### config.mk
export PLATFORM = sky130hd
export DESIGN_NAME = mux_arbiter
export DESIGN_NICKNAME = d
export VERILOG_FILES = /design/src/rtl/mux_arbiter.sv
export SDC_FILE = /design/constraint.sdc
export NUM_CORES = 1
export LEC_CHECK = 0
export BUFFER_PORTS_ARGS = -buffer_cell sky130_fd_sc_hd__buf_2
export CAP_MARGIN = 20
export CORE_MARGIN = 2
export CORE_UTILIZATION = 40
export CTS_BUF_LIST = sky130_fd_sc_hd__clkbuf_8
export DETAILED_ROUTE_END_ITERATION = 6
export PLACE_DENSITY_LB_ADDON = 0.05
export SETUP_SLACK_MARGIN = 0.2
export SYNTH_ARGS = -nofsm -noshare
export SYNTH_HDL_FRONTEND = slang
export SYNTH_SLANG_ARGS = --single-unit
### constraint.sdc
create_clock -name clk -period 4.45 [get_ports clk]
set_clock_uncertainty 0.15 [all_clocks]
set_input_delay 1.335 -clock clk [delete_from_list [all_inputs] [get_ports clk]]
set_output_delay 1.335 -clock clk [all_outputs]
set_load 0.01 [all_outputs]
### src/rtl/mux_arbiter.sv
// Round-robin 8:1 arbiter with a burst limit and a shared data mux.
// A grant lasts until the owner drops its request or MAXBURST cycles have
// elapsed. The next grant is arbitrated in the same edge, so a busy arbiter
// never shows an idle bubble between owners.
module mux_arbiter #(
  parameter int unsigned MAXBURST = 4
) (
  input  logic       clk,
  input  logic       reset,
  input  logic [7:0] req,
  input  logic [7:0] d,
  output logic [7:0] gnt,
  output logic [2:0] sel,
  output logic       valid,
  output logic       y
);

  typedef enum logic [0:0] {StIdle, StBusy} state_e;

  // Counter value during the final cycle of a full-length burst.
  localparam logic [2:0] LastCnt = 3'(MAXBURST - 1);

  state_e     state_q, state_d;
  logic [2:0] ptr_q, ptr_d;
  logic [2:0] cnt_q, cnt_d;
  logic [2:0] sel_q, sel_d;
  logic [7:0] gnt_q, gnt_d;
  logic       release_grant;
  logic [2:0] next_start;

  // Circular priority search. Offsets are scanned from the far end toward
  // the start, so the last hit is the one closest to the start index.
  function automatic logic [2:0] rr_pick(input logic [7:0] r, input logic [2:0] start);
    logic [2:0] idx;
    rr_pick = start;
    for (int i = 7; i >= 0; i--) begin
      idx = start + 3'(i);
      if (r[idx]) rr_pick = idx;
    end
  endfunction

  assign release_grant = !req[sel_q] || (cnt_q == LastCnt);
  assign next_start    = sel_q + 3'd1;

  // Next-state: arbitrate from ptr when idle, from sel+1 on release.
  always_comb begin
    state_d = state_q;
    ptr_d   = ptr_q;
    cnt_d   = cnt_q;
    sel_d   = sel_q;
    unique case (state_q)
      StIdle: begin
        cnt_d = 3'd0;
        if (|req) begin
          state_d = StBusy;
          sel_d   = rr_pick(req, ptr_q);
        end
      end
      StBusy: begin
        if (release_grant) begin
          ptr_d = next_start;
          cnt_d = 3'd0;
          if (|req) begin
            sel_d = rr_pick(req, next_start);
          end else begin
            state_d = StIdle;
          end
        end else begin
          cnt_d = cnt_q + 3'd1;
        end
      end
      default: state_d = StIdle;
    endcase
    gnt_d = (state_d == StBusy) ? (8'd1 << sel_d) : 8'd0;
  end

  // State register with synchronous reset.
  always_ff @(posedge clk) begin
    if (reset) begin
      state_q <= StIdle;
      ptr_q   <= 3'd0;
      cnt_q   <= 3'd0;
      sel_q   <= 3'd0;
      gnt_q   <= 8'd0;
    end else begin
      state_q <= state_d;
      ptr_q   <= ptr_d;
      cnt_q   <= cnt_d;
      sel_q   <= sel_d;
      gnt_q   <= gnt_d;
    end
  end

  // Outputs: registered grant/select/valid, combinational data mux.
  always_comb begin
    gnt   = gnt_q;
    sel   = sel_q;
    valid = (state_q == StBusy);
    y     = valid & d[sel_q];
  end

endmodule

### Yosys cells after proc, flatten, opt, wreduce, memory -nomap -nowiden

Index checks and enable logic that the tools add are counted.

* bitwise gates (word level): 3
* add/subtract/negate cells: 16
* muxes and demuxes: 61
* multipliers: 0
* reductions and logical operators: 5
* shift operators: 1
* magnitude comparators: 17
* eq/ne operators: 1
* div/mod/pow operators: 0

Operators by type and width (count)
* $lt A3 B4 Y1 const B: 17
* $mux W3: 20
* $bmux W1 S3: 18
* $add A3 B3 Y3 const B: 8
* $mux W1: 20
* $add A3 B1 Y3 const B: 4
* $add A3 B2 Y3 const B: 4
* $pmux W3 S2: 2
* $reduce_or A8 Y1: 1
* $shl A1 B3 Y8 const A: 1
* $eq A3 B2 Y1 const B: 1
* $not A1 Y1: 2
* $pmux W1 S2: 1
* $reduce_and A2 Y1: 1
* $reduce_or A2 Y1: 1
* $and A1 B1 Y1: 1
* $logic_not A1 Y1: 1
* $logic_or A1 B1 Y1: 1

* logic and storage cells: 109
* output and inout bits: 13
* memory bits (writable): 0
* ROM bits: 0
* latch bits: 0
* memories: 0
* register bits after elaboration: 18
* input bits: 18

### Logic depth before layout (Yosys ltp)

* depth after elaboration: 16
* depth in mapped cells: 13
* depth with buffers taken out: 10

### Worst setup path before layout

No wires, ideal clock.

* kind: in2reg
* start: in req[3]
* end: reg gnt_q[1] (netlist: gnt[1])
* arrival: 3.511 ns
* data required time: 4.235 ns
* stages on the path: 9
* setup slack: 0.724 ns
* setup time: 0.065 ns
* buffers on the path: 1
* cell sequence: dlymetal6s2s_1 -> mux2_2 -> mux4_2 -> nor3_1 -> a21oi_1 -> o21ai_2 -> mux2_1 -> or4_4 -> nor2_1

* word-level cells in the longest chain between the ends: 14

Ends and longest elaborated chain
* start: declaration: line 10 `input logic [7:0] req,`
* $bmux W1 S3: line 38 `if (r[idx]) rr_pick = idx;`
* $mux W1 (implied by the code): line 38
* $mux W3 (8 in series): line 38
* $mux W3: line 63 `if (|req) begin`
* $mux W3: line 60 `if (release_grant) begin`
* $pmux W3 S2: line 51 `unique case (state_q)`
* $shl A1 B3 Y8: line 74 `gnt_d = (state_d == StBusy) ? (8'd1 << sel_d) : 8'd0;`
* end signal: assignment: line 90 `gnt_q <= gnt_d;`
* end: declaration: line 27 `logic [7:0] gnt_q, gnt_d;`

Several ways; a longest one is shown, not always the timed one. The select of a mux whose other input is x is not followed.
A chain may end at the register's enable or synchronous reset.

### Final worst setup path

* start: in req[0]
* end: reg gnt_q[1] (netlist: gnt[1])

The elaborated chain is that of the path after synthesis.

==> results.toml <==
[setup_path]
ff2ff_setup_slack_ns = 0.86
critPathMaxStageDelay_ns = 0.49
worstSetupPathType = "input pin to flip-flop"
cp.required_ns = 4.49
critPathMaxFanout = 15
cp-end-kind = "flip-flop"
crit_end = "gnt[1]$_SDFF_PP0_"
worstRegToRegCells = 10
startpoint = "req[0]"
crit_arrival_ns = 3.81
crit_slowest_cell = "or4_4"
r2r_start = "sel[0]$_SDFF_PP0_"
cp_cell_sequence = "buf_2, mux2_2, mux4_2, o31a_1, o21ai_2, mux2_1, or4_4, nor2_1"
start_kind = "input pin"
r2r_end = "gnt[1]$_SDFF_PP0_"

[status]
status = "finished, final reports clean"

[floorplan]
rows = 29
coreArea_um2 = 6420
dieWidth_um = 86.1
io_pins = 31
design.die.area_um2 = 7410
start_util_pct = 41.9
die_h_um = 86.1

[routing]
drtAntennaViolNets = 0
postRouteWirelength_um = 7070
wl_per_cell_um = 19.0
first_pass_iters = 4
via_count = 2352
viasPerCell = 6.31
drc = 0
drt_iter0_markers = 178

[clocking]
holdBufCountCts = 0
post_cts_buffers = 0
cts-root-buf = "clkbuf_8"
cts_tree = "done"
htree_levels = 1
cts.clk_slew.worst_paths_ns = 0.07
post_cts_resized = 0
cts_buffers = 3
cts_buffer_depth = 2
insertion_delay_ns = 0.25
cts.sinks = 18

[cells_and_area]
nets = 321
layout_common_cells = "buf_2 (30), nor2_1 (26), a21oi_1 (20)"
syn2layout_area_growth_pct = 5.53
antennaDiodeCount = 0
fillCellCount = 643
drive_gt1_share_pct = 28.0
mostFrequentLayoutCell = "buf_2"
multiInputGateArea_um2 = 2080
final_cell_area_um2 = 2840
register_area_um2 = 360

[timing]
hold_viol_final = 0
maxSlewHeadroom_pct = 48.1
setup_viol = 0
max_slew.worst_pin.slew_ns = 0.778
fin_crit_ns = 3.77
slew_viol_final = 0
tns_ns = 0
finalCritPeriodShare_pct = 84.7
hold_ws_ns = 0.275
timing.fmax_mhz = 265
rsz0062_at_grt = "no"

[global_route]
antenna_found_initial = 0
grt_pass1_wl_um = 11500
grt.overflow.total = 0
grt_pass1_vias = 2215
track_usage_pct = 19.0
grt_max_degree = 20

[synth]
ys_ff_latch = 18
synth_area_um2 = 2690
synth-edff-count = 0
synthCells = 279
ys.flop_type = "dfxtp_1"
async_flop_share_pct = 0
syn_nets = 303
ys_seq_area_share_pct = 13.4
yosysWarningCount = 0
syn_area_per_cell_um2 = 9.66
yosys.cell_types.count = 59

[power]
ir_drop_mv = 0.269
p_leak_nw = 1.12
p_per_area_nw_per_um2 = 709

[hold_path]
hp-class = "flip-flop to flip-flop"

[run]
cap_violations = 0

[placement]
dpl.hpwl_um = 5180
port_buffers = 30
dpl_cell_area_um2 = 2790
gp_congestion = 0.820
## synthesized netlist by cell type, types with 2 or more instances
| master | number | area (µm²) |
|---|---|---|
| o21ai_0 | 8 | 40.0 |
| nor2b_1 | 2 | 12.5 |
| a32o_1 | 2 | 20.0 |
| or3_1 | 2 | 12.5 |
| o211a_1 | 2 | 20.0 |
| o31ai_2 | 2 | 25.0 |
| clkbuf_8 | 3 | 41.3 |
| o31ai_1 | 2 | 15.0 |
| buf_2 | 11 | 55.1 |
| xnor2_1 | 4 | 35.0 |
| buf_6 | 4 | 45.0 |
| nor2_1 | 26 | 97.6 |
| buf_12 | 2 | 40.0 |
| ha_1 | 6 | 75.1 |
| a21oi_1 | 20 | 100 |
| a22oi_1 | 2 | 15.0 |
| a221oi_1 | 6 | 52.6 |
| mux2_2 | 14 | 158 |
| and3b_1 | 2 | 17.5 |
| o221ai_1 | 2 | 17.5 |
| a22o_1 | 2 | 17.5 |
| dfxtp_1 | 18 | 360 |
| nand2_1 | 17 | 63.8 |
| a31oi_1 | 3 | 18.8 |
| nor4_1 | 3 | 18.8 |
| mux4_2 | 18 | 405 |
| o21ai_2 | 2 | 17.5 |
| o31a_1 | 3 | 26.3 |
| nor3_1 | 7 | 35.0 |
| a211oi_1 | 5 | 37.5 |
| inv_1 | 12 | 45.0 |
| a21o_1 | 2 | 15.0 |
| o211ai_1 | 4 | 30.0 |
| mux4_1 | 9 | 236 |
| mux2i_1 | 17 | 170 |
| clkbuf_1 | 3 | 11.3 |
| nand3_1 | 5 | 25.0 |
| xnor3_1 | 2 | 45.0 |
| nand2b_1 | 4 | 25.0 |
| a211o_1 | 2 | 17.5 |
## power by group
part           internal (mW)  total [mW]  switching [mW]
combinational          0.736        1.63           0.894
sequential             0.203       0.253          0.0506
clock                 0.0786       0.131          0.0522
total                   1.02        2.01           0.997
## routing by layer
metal | share of wire, % | GRT usage (%) | vias to the layer above
met5 | 0 | 0 | -
met4 | 1.3 | 5.05 | 0
met3 | 4.9 | 1.15 | 9
met2 | 45 | 28.8 | 66
met1 | 49 | 29.3 | 1153
li1 | - | - | 1124
## flip-flops by register name, summed over array words and instances (netlist names)
| name | count |
|---|---|
| valid | 1 |
| sel | 3 |
| ptr_q | 3 |
| gnt | 8 |
| cnt_q | 3 |
## worst max-delay path, delay by kind of cell
kind            cells  cell delay [ns]
mux                 3             1.18
simple gates        2             0.58
compound gates      2             0.52
buf+inv             1             0.18
## logic make-up (layout without fill, tap and decap cells)
kind of cell | Yosys count | in the layout | share of synthesized area [%]
mux | 60 | 60 | 37.3
flops | 18 | 18 | 13.4
simple gates | 76 | 76 | 13.7
fa+ha+maj | 6 | 6 | 2.79
compound gates | 73 | 73 | 19.5
buf+inv | 38 | 55 | 9.57
xor+xnor | 8 | 8 | 3.90
## worst min path at each step
stage	start	to	slack [ns]	cells after the start
finish	cnt_q[0]$_SDFF_PP0_	cnt_q[0]$_SDFF_PP0_	0.27	1
global route	cnt_q[0]$_SDFF_PP0_	cnt_q[0]$_SDFF_PP0_	0.30	1
detailed placement	cnt_q[0]$_SDFF_PP0_	cnt_q[0]$_SDFF_PP0_	0.26	1
CTS	cnt_q[0]$_SDFF_PP0_	cnt_q[0]$_SDFF_PP0_	0.27	1
global placement	cnt_q[0]$_SDFF_PP0_	cnt_q[0]$_SDFF_PP0_	0.26	1
floorplan	cnt_q[0]$_SDFF_PP0_	cnt_q[0]$_SDFF_PP0_	0.25	1
## cell type report
type,instances,share of cell area [%]
clock buffer,4,1.94
inverter,14,1.85
multi-input combinational,223,73.0
sequential,18,12.7
tap,77,3.39
timing repair buffer,37,7.13
## per-stage QoR
step | power [mW] | cells | setup slack [ns] | util, %
after detailed placement | 1.87 | 369 | 0.406 | 43.4
after floorplan | 1.59 | 279 | 0.724 | -
after global routing | 2.18 | 373 | 0.538 | 44.3
after CTS | 2.01 | 373 | 0.671 | 44.3
after global placement | 1.90 | 369 | 0.405 | 43.4
final | 2.01 | 373 | 0.680 | 44.3
Note: power is estimated with default switching activity, not from simulation.
